==> config.mk <==
export PLATFORM = sky130hd
export DESIGN_NAME = alu_arbiter
export DESIGN_NICKNAME = d
export VERILOG_FILES = /design/src/rtl/alu_arb_pkg.sv /design/src/rtl/rr_arb2.sv /design/src/rtl/alu_arbiter.sv
export SDC_FILE = /design/constraint.sdc
export NUM_CORES = 1
export LEC_CHECK = 0
export CAP_MARGIN = 15
export CORE_MARGIN = 2
export CORE_UTILIZATION = 42
export DETAILED_ROUTE_END_ITERATION = 10
export PLACE_DENSITY = 0.9
export REMOVE_ABC_BUFFERS = 1
export SYNTH_ARGS = -nofsm -noshare
export SYNTH_HDL_FRONTEND = slang
export SYNTH_HIERARCHICAL = 1
export SYNTH_SLANG_ARGS = --single-unit
==> constraint.sdc <==
create_clock -name CLK -period 3.09 [get_ports CLK]
set_input_delay 0.618 -clock CLK [delete_from_list [all_inputs] [get_ports CLK]]
set_output_delay 0.618 -clock CLK [all_outputs]
set_load 0.01 [all_outputs]
==> src/rtl/alu_arb_pkg.sv <==
// Shared definitions for the two-requester ALU arbiter: FSM encoding,
// datapath/requester sizing and the packing of the response flag nibble.
package alu_arb_pkg;

   localparam int DATA_W = 16;
   localparam int REQ_N  = 2;
   localparam int FSEL_W = 4;
   localparam int FLAG_W = 4;

   // Bit positions inside RSP_FLAGS
   localparam int FLAG_C = 3;
   localparam int FLAG_Z = 2;
   localparam int FLAG_S = 1;
   localparam int FLAG_V = 0;

   typedef enum logic [1:0] {
      IDLE = 2'd0,
      EXEC = 2'd1,
      RESP = 2'd2
   } arbState_t;

   function automatic logic [FLAG_W-1:0] packFlags(input logic c, input logic z,
                                                    input logic s, input logic v);
      logic [FLAG_W-1:0] f;
      f         = '0;
      f[FLAG_C] = c;
      f[FLAG_Z] = z;
      f[FLAG_S] = s;
      f[FLAG_V] = v;
      return f;
   endfunction

endpackage

==> src/rtl/rr_arb2.sv <==
// Two-way grant selection. A lone valid requester wins; on contention the
// priority pointer decides. lockMask removes requesters from consideration
// (all ones when no lock is in force).
module rr_arb2
   import alu_arb_pkg::*;
(
   input  logic [REQ_N-1:0] valid,
   input  logic             prio,
   input  logic [REQ_N-1:0] lockMask,
   output logic             grantIdx,
   output logic             grantVld
);

   logic [REQ_N-1:0] cand;

   // Pick the winner among the unmasked valid requesters
   always_comb begin
      cand     = valid & lockMask;
      grantVld = |cand;
      grantIdx = 1'b0;
      case (cand)
         2'b10:   grantIdx = 1'b1;
         2'b11:   grantIdx = prio;
         default: grantIdx = 1'b0;
      endcase
   end

endmodule

==> src/rtl/alu_arbiter.sv <==
// Shares one external combinational ALU between two requesters.
// Sequence per operation: IDLE (grant/accept) -> EXEC (operands on ALU_*,
// result captured) -> RESP (result held until the winner takes it).
// Optional feature: define ALU_ARB_LOCK_EN to add REQ_LOCK, which pins the
// grant to a requester until its next accepted request clears the lock.
module alu_arbiter
   import alu_arb_pkg::*;
(
   input  logic                      CLK,
   input  logic                      RESET_N,
   input  logic [REQ_N-1:0]          REQ_VALID,
   output logic [REQ_N-1:0]          REQ_READY,
   input  logic [REQ_N*DATA_W-1:0]   REQ_A,
   input  logic [REQ_N*DATA_W-1:0]   REQ_B,
   input  logic [REQ_N*FSEL_W-1:0]   REQ_FSEL,
   input  logic [REQ_N-1:0]          REQ_CIN,
`ifdef ALU_ARB_LOCK_EN
   input  logic [REQ_N-1:0]          REQ_LOCK,
`endif
   output logic [REQ_N-1:0]          RSP_VALID,
   input  logic [REQ_N-1:0]          RSP_READY,
   output logic [DATA_W-1:0]         RSP_FOUT,
   output logic [FLAG_W-1:0]         RSP_FLAGS,
   output logic [DATA_W-1:0]         ALU_A,
   output logic [DATA_W-1:0]         ALU_B,
   output logic [FSEL_W-1:0]         ALU_FSEL,
   output logic                      ALU_CIN,
   input  logic [DATA_W-1:0]         ALU_FOUT,
   input  logic                      ALU_C,
   input  logic                      ALU_Z,
   input  logic                      ALU_S,
   input  logic                      ALU_V,
   output logic                      BUSY,
   output logic [15:0]               OP_COUNT
);

   arbState_t           state;
   arbState_t           stateNext;
   logic                prio;
   logic [15:0]         opCount;

   logic                grantIdx;
   logic                grantVld;
   logic [REQ_N-1:0]    lockMask;
   logic                prioHold;
   logic                accept;
   logic                rspFire;

   logic [DATA_W-1:0]   selA;
   logic [DATA_W-1:0]   selB;
   logic [FSEL_W-1:0]   selFsel;
   logic                selCin;

   logic [DATA_W-1:0]   aOp_p1;
   logic [DATA_W-1:0]   bOp_p1;
   logic [FSEL_W-1:0]   fsel_p1;
   logic                cin_p1;
   logic                grant_p1;

   logic [DATA_W-1:0]   fout_p2;
   logic [FLAG_W-1:0]   flags_p2;

   rr_arb2 uArb (
      .valid    (REQ_VALID),
      .prio     (prio),
      .lockMask (lockMask),
      .grantIdx (grantIdx),
      .grantVld (grantVld)
   );

`ifdef ALU_ARB_LOCK_EN
   logic lockActive;
   logic lockOwner;

   assign lockMask = lockActive ? (lockOwner ? 2'b10 : 2'b01) : 2'b11;
   assign prioHold = lockActive;

   // Track lock ownership; only the owner can be accepted while locked,
   // so its LOCK bit alone decides whether the lock persists
   always_ff @(posedge CLK) begin
      if (!RESET_N) begin
         lockActive <= 1'b0;
         lockOwner  <= 1'b0;
      end else if (accept) begin
         lockActive <= REQ_LOCK[grantIdx];
         if (REQ_LOCK[grantIdx]) lockOwner <= grantIdx;
      end
   end
`else
   assign lockMask = 2'b11;
   assign prioHold = 1'b0;
`endif

   assign accept  = (state == IDLE) && grantVld;
   assign rspFire = (state == RESP) && RSP_READY[grant_p1];

   assign selA    = grantIdx ? REQ_A[2*DATA_W-1 -: DATA_W]    : REQ_A[DATA_W-1:0];
   assign selB    = grantIdx ? REQ_B[2*DATA_W-1 -: DATA_W]    : REQ_B[DATA_W-1:0];
   assign selFsel = grantIdx ? REQ_FSEL[2*FSEL_W-1 -: FSEL_W] : REQ_FSEL[FSEL_W-1:0];
   assign selCin  = REQ_CIN[grantIdx];

   // State register
   always_ff @(posedge CLK) begin
      if (!RESET_N) state <= IDLE;
      else          state <= stateNext;
   end

   // Next state and handshake outputs; READY only in IDLE, VALID only in RESP
   always_comb begin
      stateNext = state;
      REQ_READY = '0;
      RSP_VALID = '0;
      case (state)
         IDLE: begin
            if (grantVld) begin
               REQ_READY[grantIdx] = 1'b1;
               stateNext           = EXEC;
            end
         end
         EXEC: stateNext = RESP;
         RESP: begin
            RSP_VALID[grant_p1] = 1'b1;
            if (RSP_READY[grant_p1]) stateNext = IDLE;
         end
         default: stateNext = IDLE;
      endcase
   end

   // ---- stage p1: accepted operands, held on ALU_* until the next accept ----
   always_ff @(posedge CLK) begin
      if (!RESET_N) begin
         aOp_p1   <= '0;
         bOp_p1   <= '0;
         fsel_p1  <= '0;
         cin_p1   <= 1'b0;
         grant_p1 <= 1'b0;
      end else if (accept) begin
         aOp_p1   <= selA;
         bOp_p1   <= selB;
         fsel_p1  <= selFsel;
         cin_p1   <= selCin;
         grant_p1 <= grantIdx;
      end
   end

   // ---- stage p2: ALU result captured at the end of EXEC ----
   always_ff @(posedge CLK) begin
      if (!RESET_N) begin
         fout_p2  <= '0;
         flags_p2 <= '0;
      end else if (state == EXEC) begin
         fout_p2  <= ALU_FOUT;
         flags_p2 <= packFlags(ALU_C, ALU_Z, ALU_S, ALU_V);
      end
   end

   // Completion bookkeeping: operation count and round-robin pointer
   always_ff @(posedge CLK) begin
      if (!RESET_N) begin
         prio    <= 1'b0;
         opCount <= '0;
      end else if (rspFire) begin
         opCount <= opCount + 16'd1;
         if (!prioHold) prio <= ~grant_p1;
      end
   end

   assign ALU_A     = aOp_p1;
   assign ALU_B     = bOp_p1;
   assign ALU_FSEL  = fsel_p1;
   assign ALU_CIN   = cin_p1;
   assign RSP_FOUT  = fout_p2;
   assign RSP_FLAGS = flags_p2;
   assign BUSY      = (state != IDLE);
   assign OP_COUNT  = opCount;

endmodule

==> qor.csv <==
stage,metric,value,unit
synth,synth_cell_types,36,
sta,max_clock_freq,0.3632,GHz
sta,fin_crit,2.753,ns
power_and_ir_drop,power_leakage,1.899,nW
cts,numCtsBuffers,9,
route,drt_iter0_drc,108,
final_layout,utilization,69.82,%
sta,rsz0062_at_grt,no,
floorplan,die_h,91.94,um
grt,grt_start_max_net_pins,76,
final_layout,antenna_cells,0,
setup_path,reg2regPathDepth,5,
setup_path,cpMostUsedCell,clkdlybuf4s50_1,
setup_path,crit_cells,5,
cts,cts_root_buf,clkbuf_8,
synth,synth_xor_area_share,1.888,%
run,maxCapViolCount,0,
final_layout,drive_gt1_share,5.185,%
route,vias_per_cell,4.914,
synth,synth_top_family_by_area,simple AND/OR/NAND/NOR gates,
power_and_ir_drop,powerDensity,457.3,mW/mm^2
power_and_ir_drop,vdd_drop_max,0.2777,mV
sta,setup_viol,0,
cts,insertion_delay,0.34,ns
synth,synth_compound_area_share,14.41,%
synth,synth_area_per_cell,8.850,sq um
sta,relSlewSlack,40.27,%
cts,cts.sinks,77,
synth,synth_cells,367,
cts,clockBufferDepth,2,
route,route.detailed.drc,0,
setup_path,r2r_setup_slack,1.19,ns
route,vias,3155,
setup_path,path_buf_inv,2,
cts,postCtsSetupRepairBufs,0,
final_layout,multi_input_area,0.001582,sq mm
setup_path,max_stage_delay,0.58,ns
setup_path,worstSetupEndpoint,REQ_READY[0],
setup_path,cp.arrival,2.14,ns
setup_path,crit_type,input pin to output pin,
floorplan,start_util,42.70,%
floorplan,ios,178,
cts,htreeDepth,3,
synth,yosys.area_share.simple,18.61,%
route,dr.pass1.iters,4,
sta,drv_slew,0,
sta,fin_worst_skew,0.009805,ns
route,ant_nets,0,
place,post-place-cells,627,
sta,worst_slew_pin_slew,0.8711,ns
place,gp_congestion,0.7715,
sta,hold_slack,0.4571,ns
synth,synth_warnings,6,
route,routed_wl,8428,um
setup_path,crit_fanout,4,
setup_path,cp-start-kind,input pin,
setup_path,cp-end-kind,output pin,
final_layout,syn2layout_area_growth,63.52,%
cts,cts-resized-gates,0,
grt,grt_pass1_wl,13720,um
final_layout,fillers,588,
cts,cts_hold_buf,0,
synth,syn_area,0.003248,sq mm
floorplan,die_x,91.94,um
setup_path,cp_top_family,buffers and inverters,
floorplan,num_rows,32,
synth,synthMuxAreaShare,12.94,%
setup_path,crit_slowest_cell,clkdlybuf4s50_1,
cts,cts_tree,built,
setup_path,worstPathCellList,clkdlybuf4s50_1 > nand2_1 > o21ba_2 > nor3_1 > clkdlybuf4s50_1,
setup_path,r2r_start,state[1],
grt,grtUsageTotal,20.10,%
sta,finalCritPeriodShare,89.10,%
floorplan,core_region_area,0.007607,sq mm
synth,ys_seq_area_share,47.46,%
grt,antenna_found_initial,0,
synth,synth.top_cell.area_share,47.46,%
floorplan,dieArea,0.008453,sq mm
synth,synth-seq-cells,77,
final_layout,final_nets,637,
grt,grt_overflow,0,
sta,hold_viol,0,
grt,grt_pass1_vias,3090,
outcome,status,"complete, no violations",
synth,synth_fa_ha_area_share,0.3852,%
hold_path,hp-class,flop to flop,
place,numPortBuffers,177,
synth,yosys.area.top_type,dfxtp_1,
synth,synth_area_leaders,"dfxtp_1 47%, mux2i_1 13%, a211oi_1 8.8%",
route,routedWlPerCell,13.13,um
place,hpwl,6516,um
final_layout,regArea,0.001541,sq mm
setup_path,r2r_end,ALU_B[7],
final_layout,stdcell_count,642,
setup_path,required,2.47,ns
cts,clk_pin_slew_worst_paths,0.08,ns
setup_path,critPathLaunch,REQ_VALID[0],
[sequential cells by signal, summed over array words and instances (netlist names)]
name       flops
ALU_A         16
state          2
RSP_FOUT      16
RSP_FLAGS      4
prio           1
ALU_CIN        1
OP_COUNT      16
ALU_B         16
ALU_FSEL       4
grant_p1       1
[worst register-to-register path, cell delays in order (launching register included)]
cell and delay, ns:
dfxtp_1 0.37, or2_2 0.37, nor2_4 0.10, buf_4 0.54
nor2_1 0.14, a211oi_1 0.28
[final cells by class]
cell class / count / share of cell area [%]
Inverter: 5 / 0.3534
Clock inverter: 5 / 1.413
Tap cell: 102 / 2.403
Sequential cell: 77 / 29.02
Clock buffer: 10 / 2.591
Timing Repair Buffer: 183 / 34.44
Multi-Input combinational cell: 260 / 29.78
[cell usage after synthesis]
| cell | count |
|---|---|
| dfxtp_1 | 77 |
| and2_1 | 2 |
| or3_2 | 1 |
| nor3_1 | 5 |
| mux2i_1 | 42 |
| inv_1 | 4 |
| o311ai_0 | 1 |
| clkbuf_8 | 1 |
| conb_1 | 1 |
| nand3b_1 | 1 |
| buf_1 | 4 |
| buf_2 | 5 |
| nand2_1 | 52 |
| nor3b_1 | 1 |
| ha_1 | 1 |
| and4_1 | 1 |
| a21oi_1 | 26 |
| nand4_2 | 1 |
| nand2b_1 | 5 |
| or2_2 | 1 |
| o21ba_1 | 1 |
| o21ai_0 | 5 |
| xnor2_1 | 7 |
| nor2_1 | 50 |
| nor2b_1 | 3 |
| and3_1 | 1 |
| nand4b_1 | 1 |
| or3_1 | 4 |
| nand3_1 | 4 |
| clkbuf_1 | 15 |
| a211oi_1 | 38 |
| nor4_1 | 2 |
| or4_4 | 1 |
| buf_4 | 1 |
| o41ai_1 | 1 |
| inv_2 | 1 |
[cell families (layout without fill, tap and decap cells)]
group | after synthesis | after routing
adders and majority gates | 1 | 1
buffers and inverters | 31 | 203
AOI/OAI and AO/OA | 72 | 72
and+or+nand+nor | 136 | 136
xor gates and xnor gates | 7 | 7
DFF | 77 | 77
other | 1 | 2
muxes | 42 | 42
[cells in the final DEF (no fill, tap or decap), drive strengths merged, types with 2 or more instances in the layout]
cell and instances:
buf 6, nor3 5, and2 2, or3 5, a21oi 26, nand3 4
nor2b 3, dfxtp 77, bufinv 2, clkbuf 10, mux2i 42, conb 2
nand2 52, clkdlybuf4s50 177, a211oi 38, inv 5, nand2b 5, clkinv 3
xnor2 7, nor4 2, nor2 50, o21ai 5
[worst min-delay path by stage]
| stage | start | end | slack, ns | depth (start not counted) |
|---|---|---|---|---|
| 2_1_floorplan | prio | prio | 0.48 | 2 |
| 3_3_place_gp | RSP_FOUT[2] | RSP_FOUT[2] | 0.44 | 2 |
| 3_5_place_dp | RSP_FOUT[0] | RSP_FOUT[0] | 0.45 | 2 |
| 4_1_cts | RSP_FOUT[0] | RSP_FOUT[0] | 0.46 | 2 |
| 5_1_grt | RSP_FOUT[4] | RSP_FOUT[4] | 0.48 | 2 |
| 6_report | RSP_FOUT[6] | RSP_FOUT[6] | 0.46 | 2 |
[metal layers]
layer / wire length, um / share of wire, % / global-route usage, % / vias to the layer above
met5: 0 / 0 / 0 / -
met3: 816 / 9.7 / 6.984 / 15
met2: 4220 / 50 / 35.91 / 130
met4: 150 / 1.8 / 7.836 / 0
li1: - / - / - / 1610
met1: 3240 / 38 / 21.74 / 1400
[metrics by stage]
step                setup TNS [ns]  total power (W)  area [sq um]  setup slack, ns
floorplan                   -19.33         0.001330          3134           -1.055
global placement                 0         0.001627          5099           0.3274
detailed placement               0         0.001642          5099           0.3188
CTS                              0         0.002454          5311           0.3157
global route                     0         0.002542          5311           0.2592
finish                           0         0.002429          5311           0.3369
[report_power, final]
part	internal [W]	switching [W]	leakage, nW
combinational	0.000304	0.000212	1.16
sequential	0.00106	0.0000379	0.631
clock	0.000468	0.000346	0.112
Note: power is estimated with default switching activity, not from simulation.
